### config.mk
export PLATFORM = sky130hd
export DESIGN_NAME = scr_ram_arbiter
export DESIGN_NICKNAME = d
export VERILOG_FILES = /design/src/rtl/scr_ram_arbiter.sv
export SDC_FILE = /design/constraint.sdc
export NUM_CORES = 1
export LEC_CHECK = 0
export ABC_AREA = 1
export CORE_UTILIZATION = 25
export CTS_CLUSTER_DIAMETER = 80
export CTS_CLUSTER_SIZE = 30
export DETAILED_ROUTE_END_ITERATION = 10
export GPL_TIMING_DRIVEN = 0
export HOLD_SLACK_MARGIN = 0.05
export PLACE_DENSITY = 0.61
export SYNTH_ARGS = -nofsm -noshare
export SYNTH_HDL_FRONTEND = slang
export SYNTH_SLANG_ARGS = --single-unit
### constraint.sdc
create_clock -name clk -period 2.35 [get_ports clk]
set_clock_uncertainty 0.05 [all_clocks]
set_input_delay 0.5875 -clock clk [delete_from_list [all_inputs] [get_ports clk]]
set_output_delay 0.5875 -clock clk [all_outputs]
set_load 0.05 [all_outputs]
### src/rtl/scr_ram_arbiter.sv
// Screen RAM arbiter: renderer has absolute priority,
// host accesses are buffered one-deep and issued in idle cycles.
module scr_ram_arbiter #(
  parameter int ADDR_W   = 13,
  parameter int DATA_W   = 8,
  parameter int MAX_WAIT = 1023,
  parameter int WAIT_W   = 10
) (
  input  logic              clk,
  input  logic              rst_n,
  input  logic              ren_req,
  input  logic [ADDR_W-1:0] ren_addr,
  output logic              ren_valid,
  output logic [DATA_W-1:0] ren_data,
  input  logic              host_req,
  output logic              host_ready,
  input  logic              host_we,
  input  logic [ADDR_W-1:0] host_addr,
  input  logic [DATA_W-1:0] host_wdata,
  output logic              host_rvalid,
  output logic [DATA_W-1:0] host_rdata,
  output logic              host_done,
  output logic              host_starved,
  input  logic              starve_clr,
  output logic [ADDR_W-1:0] ram_addr,
  output logic              ram_we,
  output logic [DATA_W-1:0] ram_wdata,
  input  logic [DATA_W-1:0] ram_rdata
);

  localparam logic [WAIT_W-1:0] MaxW = WAIT_W'(MAX_WAIT);

  logic              pend_valid_q;
  logic              pend_we_q;
  logic [ADDR_W-1:0] pend_addr_q;
  logic [DATA_W-1:0] pend_wdata_q;
  logic              ren_valid_q;
  logic              done_q;
  logic              rd_q;
  logic              rvalid_q;
  logic [DATA_W-1:0] rdata_q;
  logic [WAIT_W-1:0] wait_q;
  logic [WAIT_W-1:0] wait_d;
  logic              starved_q;
  logic              starved_d;
  logic              grant_host;
  logic              accept;

  // A buffered access is never issued while reset is asserted.
  assign grant_host = rst_n & ~ren_req & pend_valid_q;
  assign accept     = host_req & ~pend_valid_q;

  assign host_ready   = ~pend_valid_q;
  assign ram_addr     = grant_host ? pend_addr_q : ren_addr;
  assign ram_we       = grant_host & pend_we_q;
  assign ram_wdata    = pend_wdata_q;
  assign ren_valid    = ren_valid_q;
  assign ren_data     = ram_rdata;
  assign host_rvalid  = rvalid_q;
  assign host_rdata   = rdata_q;
  assign host_done    = done_q;
  assign host_starved = starved_q;

  // Saturating wait counter and sticky starvation flag.
  always_comb begin
    wait_d    = wait_q;
    starved_d = starved_q;
    if (grant_host) begin
      wait_d = '0;
    end else if (pend_valid_q && ren_req &&
                 wait_q != MaxW) begin
      wait_d = wait_q + 1'b1;
    end
    if (starve_clr) begin
      starved_d = 1'b0;
    end
    if (wait_d == MaxW && wait_q != MaxW) begin
      starved_d = 1'b1;
    end
  end

  // Pending host buffer: load on accept, empty on issue.
  always_ff @(posedge clk) begin
    if (!rst_n) begin
      pend_valid_q <= 1'b0;
      pend_we_q    <= 1'b0;
      pend_addr_q  <= '0;
      pend_wdata_q <= '0;
    end else if (accept) begin
      pend_valid_q <= 1'b1;
      pend_we_q    <= host_we;
      pend_addr_q  <= host_addr;
      pend_wdata_q <= host_wdata;
    end else if (grant_host) begin
      pend_valid_q <= 1'b0;
    end
  end

  // Response pipeline for renderer and host reads.
  always_ff @(posedge clk) begin
    if (!rst_n) begin
      ren_valid_q <= 1'b0;
      done_q      <= 1'b0;
      rd_q        <= 1'b0;
      rvalid_q    <= 1'b0;
      rdata_q     <= '0;
    end else begin
      ren_valid_q <= ren_req;
      done_q      <= grant_host;
      rd_q        <= grant_host & ~pend_we_q;
      rvalid_q    <= rd_q;
      if (rd_q) begin
        rdata_q <= ram_rdata;
      end
    end
  end

  // Watchdog state registers.
  always_ff @(posedge clk) begin
    if (!rst_n) begin
      wait_q    <= '0;
      starved_q <= 1'b0;
    end else begin
      wait_q    <= wait_d;
      starved_q <= starved_d;
    end
  end

endmodule

==> reports/summary.md <==
Counting along the longest clock path gives a buffer depth of 2. At the pin with the least slew margin, the transition time is 0.5197 ns. TritonCTS built the clock tree. The tools report the fraction of the yosys area taken by sequential cells as 0.4405.

The detail route stage leaves a number of antenna-violating nets equal to 0. The beginning of the critical path is ram_rdata[7]. The vias per cell is 4.330. The utilization of the core after routing is 0.4202. The headroom to the max-slew limit is 0.6525. The number of non-filler instances in the completed layout was 515; the post-synthesis cell count was 312. In the routed design, unresolved DRC markers number 0.

Setup slack closes at 0.04628 ns. The share of layout cells above drive strength 1 was 0.1477; the clock latency at the later pin of the worst-skew pair was 0.30 ns. The maximum fanout count along the critical path works out to 2. The class of the most critical hold timing path is flop to flop. The run finished with clean final reports.

Sort of element at the end of the critical path: a primary output. The logs give 2 for the number of levels the H-tree was split into and 1007 µm² for the area used by multi-input combinational logic. The final routed wirelength across all metal layers is 5.725 mm. The critical path required time came out at 1.71 ns. The tools report the number of endpoints with negative hold slack in the final report as 0. Synthesis produced a netlist with a net count of 361. Category of the critical setup timing path: primary input to primary output. Each instance of the synthesized netlist takes up on average 6.701 µm². The share of the clock period used by the worst path was 0.9803; the number of filler instances in the final layout was 800. In this run the critical register-to-register path is launched from wait_q[0]$_SDFF_PN0_.

For this run, the number of Yosys warnings is 0. The run gives 5 as the clock buffer count from CTS. The area growth from synthesis to layout is 58.53%. After synthesis, the cell types taking the most area are sky130_fd_sc_hd__dfxtp_1 44%, sky130_fd_sc_hd__nor2_1 15%, sky130_fd_sc_hd__nand2_1 12%.

In this run, synthesis produced a sequential element count of 46. The net count of the finished layout is 462, and the number of design-rule violations left by the first detailed-router iteration is 86. The congestion estimate from routability-driven global placement came to 0.8406.

For the detailed-placement wirelength estimate, the log shows 4.337 mm. The share of the synthesized area in the top cell type works out to 0.4405. After synthesis the cells add up to 2091 µm². The global-route usage over all layers was 0.1362; the pin count of the biggest net entering global routing was 14. Setup repair after global routing left no endpoint under its margin. The count of pins over their slew limit is 0, and the number of cells traversed by the worst register-to-register path is 12. Pin placement for this block handled 91 I/O pins.

Max-cap violations in this run came to 0. Kind of launch point of the worst setup path: a primary input. The worst setup timing slack at the placement stage is -1.397 ns. The die covers 8733 µm². Endpoint of the worst register-to-register path: host_starved$_SDFFE_PN0P_.

The clock transition at the register clock pins on the worst setup and hold paths after CTS is 0.08 ns, and the leakage power figure is 1.443 nW. Summed over all layers, the global routing overflow is 0. The finished cells cover 3314 µm². Setup slack on the worst reg-to-reg path comes out at 0.42 ns.

The first global-routing pass estimated 9.328 mm of wire. Effective utilization at floorplan: 0.2651. The end point of the critical path is ren_data[7]. For the total core area, the log shows 7888 µm². The height of the die works out to 93.45 µm.

Summed over all instances, the cell type with the most area after synthesis is sky130_fd_sc_hd__dfxtp_1. The minimum clock period after layout was 2.304 ns; the clock sink total was 46. The number of optimization iterations in the first detailed-route pass came out at 4. Summing over every cut layer, the via total after detailed routing is 2,230. The die is 93.45 µm wide. The run gives 0 as the number of antenna violations at the first check in global routing. Buffers inserted to repair hold after CTS numbered 0.

Once placement completed, the tool counted placed cells totaling 504. The number of buffer cells added on primary ports was 90; the instance area after placement was 3142 µm². Power spread over the standard cell area amounts to 570.9 nW/µm². The number of global-route vias before repair is 2,087.

The clock root buffer was sky130_fd_sc_hd__clkbuf_8. STA puts the critical path data arrival time at 1.67 ns. Setup violations remaining at the end of the flow were counted as 0.

The number of antenna repair diodes was 0. Detailed-route wire length per cell: 11.12 µm. Across the VDD grid, the largest voltage drop is 221.0 µV. The tools report the placement row count as 32.

Based on the critical path, the design can be clocked at up to 434.1 MHz. The netlist uses 22 different library cells. Across the whole layout, storage elements account for 920.9 µm².
==> layout make-up <==
class / instances / share of cell area
multi-input combinational: 223 / 0.3039
timing repair buffer: 94 / 0.2782
sequential: 46 / 0.2778
buffer: 21 / 0.04266
tap: 102 / 0.03850
clock buffer: 6 / 0.02492
inverter: 22 / 0.02492
clock inverter: 1 / 0.009060
==> per-stage QoR <==
step	setup TNS, ns	total power, W	hold slack (ns)
finish	0	0.001892	0.3685
global route	0	0.001992	0.3932
CTS	0	0.001918	0.3741
detailed placement	-18.83	0.001307	0.3610
global placement	-19.36	0.001302	0.3476
floorplan	0	0.001115	0.3425
==> what timing repair did <==
item / CTS / global route
gates resized for setup: 103 / 17
endpoints found under the setup margin: 22 / 22
endpoints found under the hold margin: 0 / 0
buffers inserted: 4 / 0
pin swaps: 2 / 0
==> cell families after synthesis <==
family,after synthesis,synth area share
and+or+nand+nor,186,0.3698
DFF,46,0.4405
buffers and inverters,43,0.09575
AOI/OAI and AO/OA,36,0.08797
adders and majority gates,1,0.005983
==> routing by layer <==
| metal | share of wire | global-route usage | routed length (µm) | vias to the layer above |
|---|---|---|---|---|
| met3 | 0.074 | 0.04797 | 426 | 6 |
| li1 | - | - | - | 1172 |
| met1 | 0.43 | 0.1606 | 2469 | 988 |
| met4 | 0.011 | 0.03077 | 63 | 0 |
| met5 | 0 | 0 | 0 | - |
| met2 | 0.48 | 0.2359 | 2767 | 64 |
==> placed cells by master (no fill, tap or decap), drive strengths merged, types with 7 or more instances in the layout <==
master	count
nor2	85
dfxtp	46
clkbuf	18
nand2	73
clkdlybuf4s15	10
inv	22
clkdlybuf4s50	66
buf	27
nand3	19
nor3	7
o21ai	30
==> cells in the mapped netlist <==
cell	count
sky130_fd_sc_hd__nor3_1	7
sky130_fd_sc_hd__inv_2	1
sky130_fd_sc_hd__buf_1	1
sky130_fd_sc_hd__nand3_2	1
sky130_fd_sc_hd__dfxtp_1	46
sky130_fd_sc_hd__buf_6	1
sky130_fd_sc_hd__ha_1	1
sky130_fd_sc_hd__clkbuf_1	10
sky130_fd_sc_hd__nand4_1	2
sky130_fd_sc_hd__nand2_1	69
sky130_fd_sc_hd__buf_4	8
sky130_fd_sc_hd__inv_1	21
sky130_fd_sc_hd__nand2_4	1
sky130_fd_sc_hd__a21oi_2	1
sky130_fd_sc_hd__nor2_4	2
sky130_fd_sc_hd__nand3_1	18
sky130_fd_sc_hd__nor2_2	1
sky130_fd_sc_hd__o21ai_0	30
sky130_fd_sc_hd__nand2_2	3
sky130_fd_sc_hd__nor2_1	82
sky130_fd_sc_hd__a21oi_1	5
sky130_fd_sc_hd__buf_2	1
==> how the worst min path moves through the flow <==
| stage | from | to | slack, ns | cells after the start |
|---|---|---|---|---|
| 3_5_place_dp | pend_we_q$_SDFFE_PN0P_ | rd_q$_SDFF_PN0_ | 0.36 | 1 |
| 6_report | pend_we_q$_SDFFE_PN0P_ | rd_q$_SDFF_PN0_ | 0.37 | 1 |
| 4_1_cts | pend_we_q$_SDFFE_PN0P_ | rd_q$_SDFF_PN0_ | 0.37 | 1 |
| 3_3_place_gp | pend_we_q$_SDFFE_PN0P_ | rd_q$_SDFF_PN0_ | 0.35 | 1 |
| 5_1_grt | pend_we_q$_SDFFE_PN0P_ | rd_q$_SDFF_PN0_ | 0.39 | 1 |
| 2_1_floorplan | pend_we_q$_SDFFE_PN0P_ | rd_q$_SDFF_PN0_ | 0.34 | 1 |
==> report_power, final <==
part	switching [W]	internal [W]
clock	0.000262	0.000340
combinational	0.000266	0.000184
sequential	0.0000201	0.000820
total	0.000548	0.00134
==> critical path, stage by stage <==
cell and delay, ns:
sky130_fd_sc_hd__clkdlybuf4s50_1 0.48, sky130_fd_sc_hd__buf_4 0.11, sky130_fd_sc_hd__clkdlybuf4s15_1 0.49
==> registers in the layout (all words and copies together), names as in the netlist <==
register and count:
host_done 1, host_rdata 8, host_rvalid 1, host_starved 1, pend_addr_q 13, pend_valid_q 1
pend_we_q 1, ram_wdata 8, rd_q 1, ren_valid 1, wait_q 10
No activity file was read; power rests on OpenSTA's default activity.
==> edit (config.mk and constraints unchanged) <==
Change the parameter `ADDR_W` from 13 to 12.
--- a/src/rtl/scr_ram_arbiter.sv
+++ b/src/rtl/scr_ram_arbiter.sv
@@ -1,7 +1,7 @@
 // Screen RAM arbiter: renderer has absolute priority,
 // host accesses are buffered one-deep and issued in idle cycles.
 module scr_ram_arbiter #(
-  parameter int ADDR_W   = 13,
+  parameter int ADDR_W   = 12,
   parameter int DATA_W   = 8,
   parameter int MAX_WAIT = 1023,
   parameter int WAIT_W   = 10
Interface: changed (resized host_addr, ram_addr and ren_addr); port bits go from 91 to 88. No check against the original RTL was run, so the function may have changed too.
==> edit against the unedited design <==
  * Total power down 1.5%
  * Sequential cell count decreased by 1
  * Synthesized area shrank 0.30%
  * Combinational power decreased by 3%
  * Routed wire length barely moved
  * Final area down 1.1%
  * Maximum frequency decreased by 1.1%
  * Worst setup slack worse by 0.025 ns
==> edit: results (changes against the unedited design) <==
- The routed via count is 2,203 (-1.2%).
- The final weighted congestion of routability-driven global placement came to 0.849 (+1.0%).
- The net count of the finished layout is 449 (-2.8%).
- The post-placement worst setup slack is -1.32 ns (+0.0780 ns).
- The maximum ir drop on the vdd rail came to 0.000312 V (+41%).
- The global-route track usage on met3 is 4.47% (-0.33 points).
- The number of buffers created by CTS came to 5 (unchanged).
- After synthesis, the most frequently instantiated cells are 78 x sky130_fd_sc_hd__nor2_1, 63 x sky130_fd_sc_hd__nand2_1, 45 x sky130_fd_sc_hd__dfxtp_1.
- The run finished with clean final reports.
- The number of global-route vias before repair came to 2,116 (+1.4%).
- The fraction of final layout cells with drive strength greater than 1 is 16.4% (+1.6 points).
- The sink of the worst hold path is rd_q.
- The global-route wire length before repair is 9.54 mm (+2.2%).
- The per-cell routed wire length is 11.3 µm (+2.0%).
- The pin slew with the least headroom to its limit is 0.541 ns (+0.0213 ns).
- The placed wire-length estimate is 4.19 mm (-3.3%).
- The number of nets produced by synthesis was 350 (-3.0%).
- The wire length on met1 is 2.46 mm (-0.36%).
- The antenna cell count is 0 (unchanged).
- The cell count after placement was 492 (-2.4%).
- The post-synthesis area per instance came to 6.88 µm² (+2.7%).
- The amount of wire on met3 after detailed routing is 377 µm (-12%).
- The number of antenna violations at the first check in global routing is 0 (unchanged).
- The depth of the worst register-to-register path came to 12 (unchanged).
- The number of fill cells is 814 (+1.8%).
- The uppermost layer routed is met4.
- The placed instance area is 3110 µm² (-1.2%).
- Yosys attributes the largest share of cell area to sky130_fd_sc_hd__dfxtp_1 43%, sky130_fd_sc_hd__nor2_1 14%, sky130_fd_sc_hd__nand2_1 11%.
- The switching portion of total power is 28.8% (-0.13 points).
- The number of DRC violations after detailed-routing iteration 0 was 89 (+3.5%).
- The largest individual stage delay along the critical path comes from the cell sky130_fd_sc_hd__dlygate4sd2_1.
- The largest registers in the layout are pend_addr_q (12), wait_q (10).
- The number of warnings issued by yosys is 0 (unchanged).
- The share of the yosys chip area belonging to registers is 43.2% (-0.83 points).
- The overall track demand over capacity in global routing is 13.9% (+0.27 points).
- The number of port buffers is 87 (-3.3%).
- The routing usage on met2 came to 24.5% (+0.92 points).
- The met1 track utilization from global routing is 15.5% (-0.53 points).
- The critical-path maximum fanout is 2 (unchanged).
- The number of vias per cell after detailed routing is 4.36 (+0.75%).
- The worst hold path begins at pend_we_q.
- For flop-to-flop paths, the worst setup slack is 0.43 ns.
- The number of distinct library cells after synthesis is 21 (-4.5%).
- The worst hold slack is 0.384 ns (+0.0150 ns).
- The leakage power summed over all cells is 1.39 nW (-3.4%).
- The data arrival time at the worst-slack endpoint is 1.69 ns (+0.02 ns).
- The detailed route wirelength on metal2 is 2.80 mm (+1.0%).
- The type of the worst min-delay path is reg -> reg.
- The delay of the slowest cell on the worst path was 0.51 ns (+0.02 ns).
## edit: cell types whose count changed in the layout (fill, tap and decap cells not counted), sizes merged, moves of 2 or more
cell	unedited run	this run
nand2	73	66
nor2	85	81
clkdlybuf4s50	66	64
dlygate4sd2	0	6
clkdlybuf4s15	10	5
nand3	19	21
## edit: kinds of logic (layout without fill, tap and decap cells)
logic type	after synthesis	after routing	share of synthesized area [%]
and+or+nand+nor	176	176	37.0
DFF	45	45	43.2
buffers and inverters	44	144	10.1
adders and majority gates	1	1	0.600
AOI/OAI and AO/OA	37	37	9.06
## edit: power by group through the flow
stage	logic, W	clock network, W	registers [W]
floorplan	0.000192	0	0.000898
global placement	0.000431	0	0.000839
detailed placement	0.000433	0	0.000840
CTS	0.000431	0.000624	0.000823
global route	0.000468	0.000652	0.000827
finish	0.000435	0.000606	0.000823
## edit: worst max path at each step
stage	start	end	slack (ns)	cells past startpoint
6_report	ram_rdata[3]	ren_data[3]	0.02	3
5_1_grt	ren_req	ram_addr[5]	-0.04	8
4_1_cts	ren_req	ram_addr[2]	0.002	8
3_5_place_dp	rst_n	ram_addr[9]	-1.32	7
3_3_place_gp	rst_n	ram_addr[8]	-1.32	7
2_1_floorplan	pend_valid_q	ram_addr[10]	0.08	7
## edit: area by class of cell
class | instances | area, µm² | share of cell area, %
Buffer | 21 | 145 | 4.43
Clock inverter | 1 | 30.0 | 0.916
Sequential cell | 45 | 901 | 27.5
Multi-Input combinational cell | 214 | 1010 | 30.7
Inverter | 23 | 86.3 | 2.63
Clock buffer | 7 | 86.3 | 2.63
Timing Repair Buffer | 92 | 897 | 27.4
Tap cell | 102 | 128 | 3.89
## edit: what timing repair did
action	4_1_cts	5_1_grt
endpoints found under the setup margin	21	17
cloned	0	0
resized for setup	89	18
buffers inserted	4	1
pin swaps	1	0
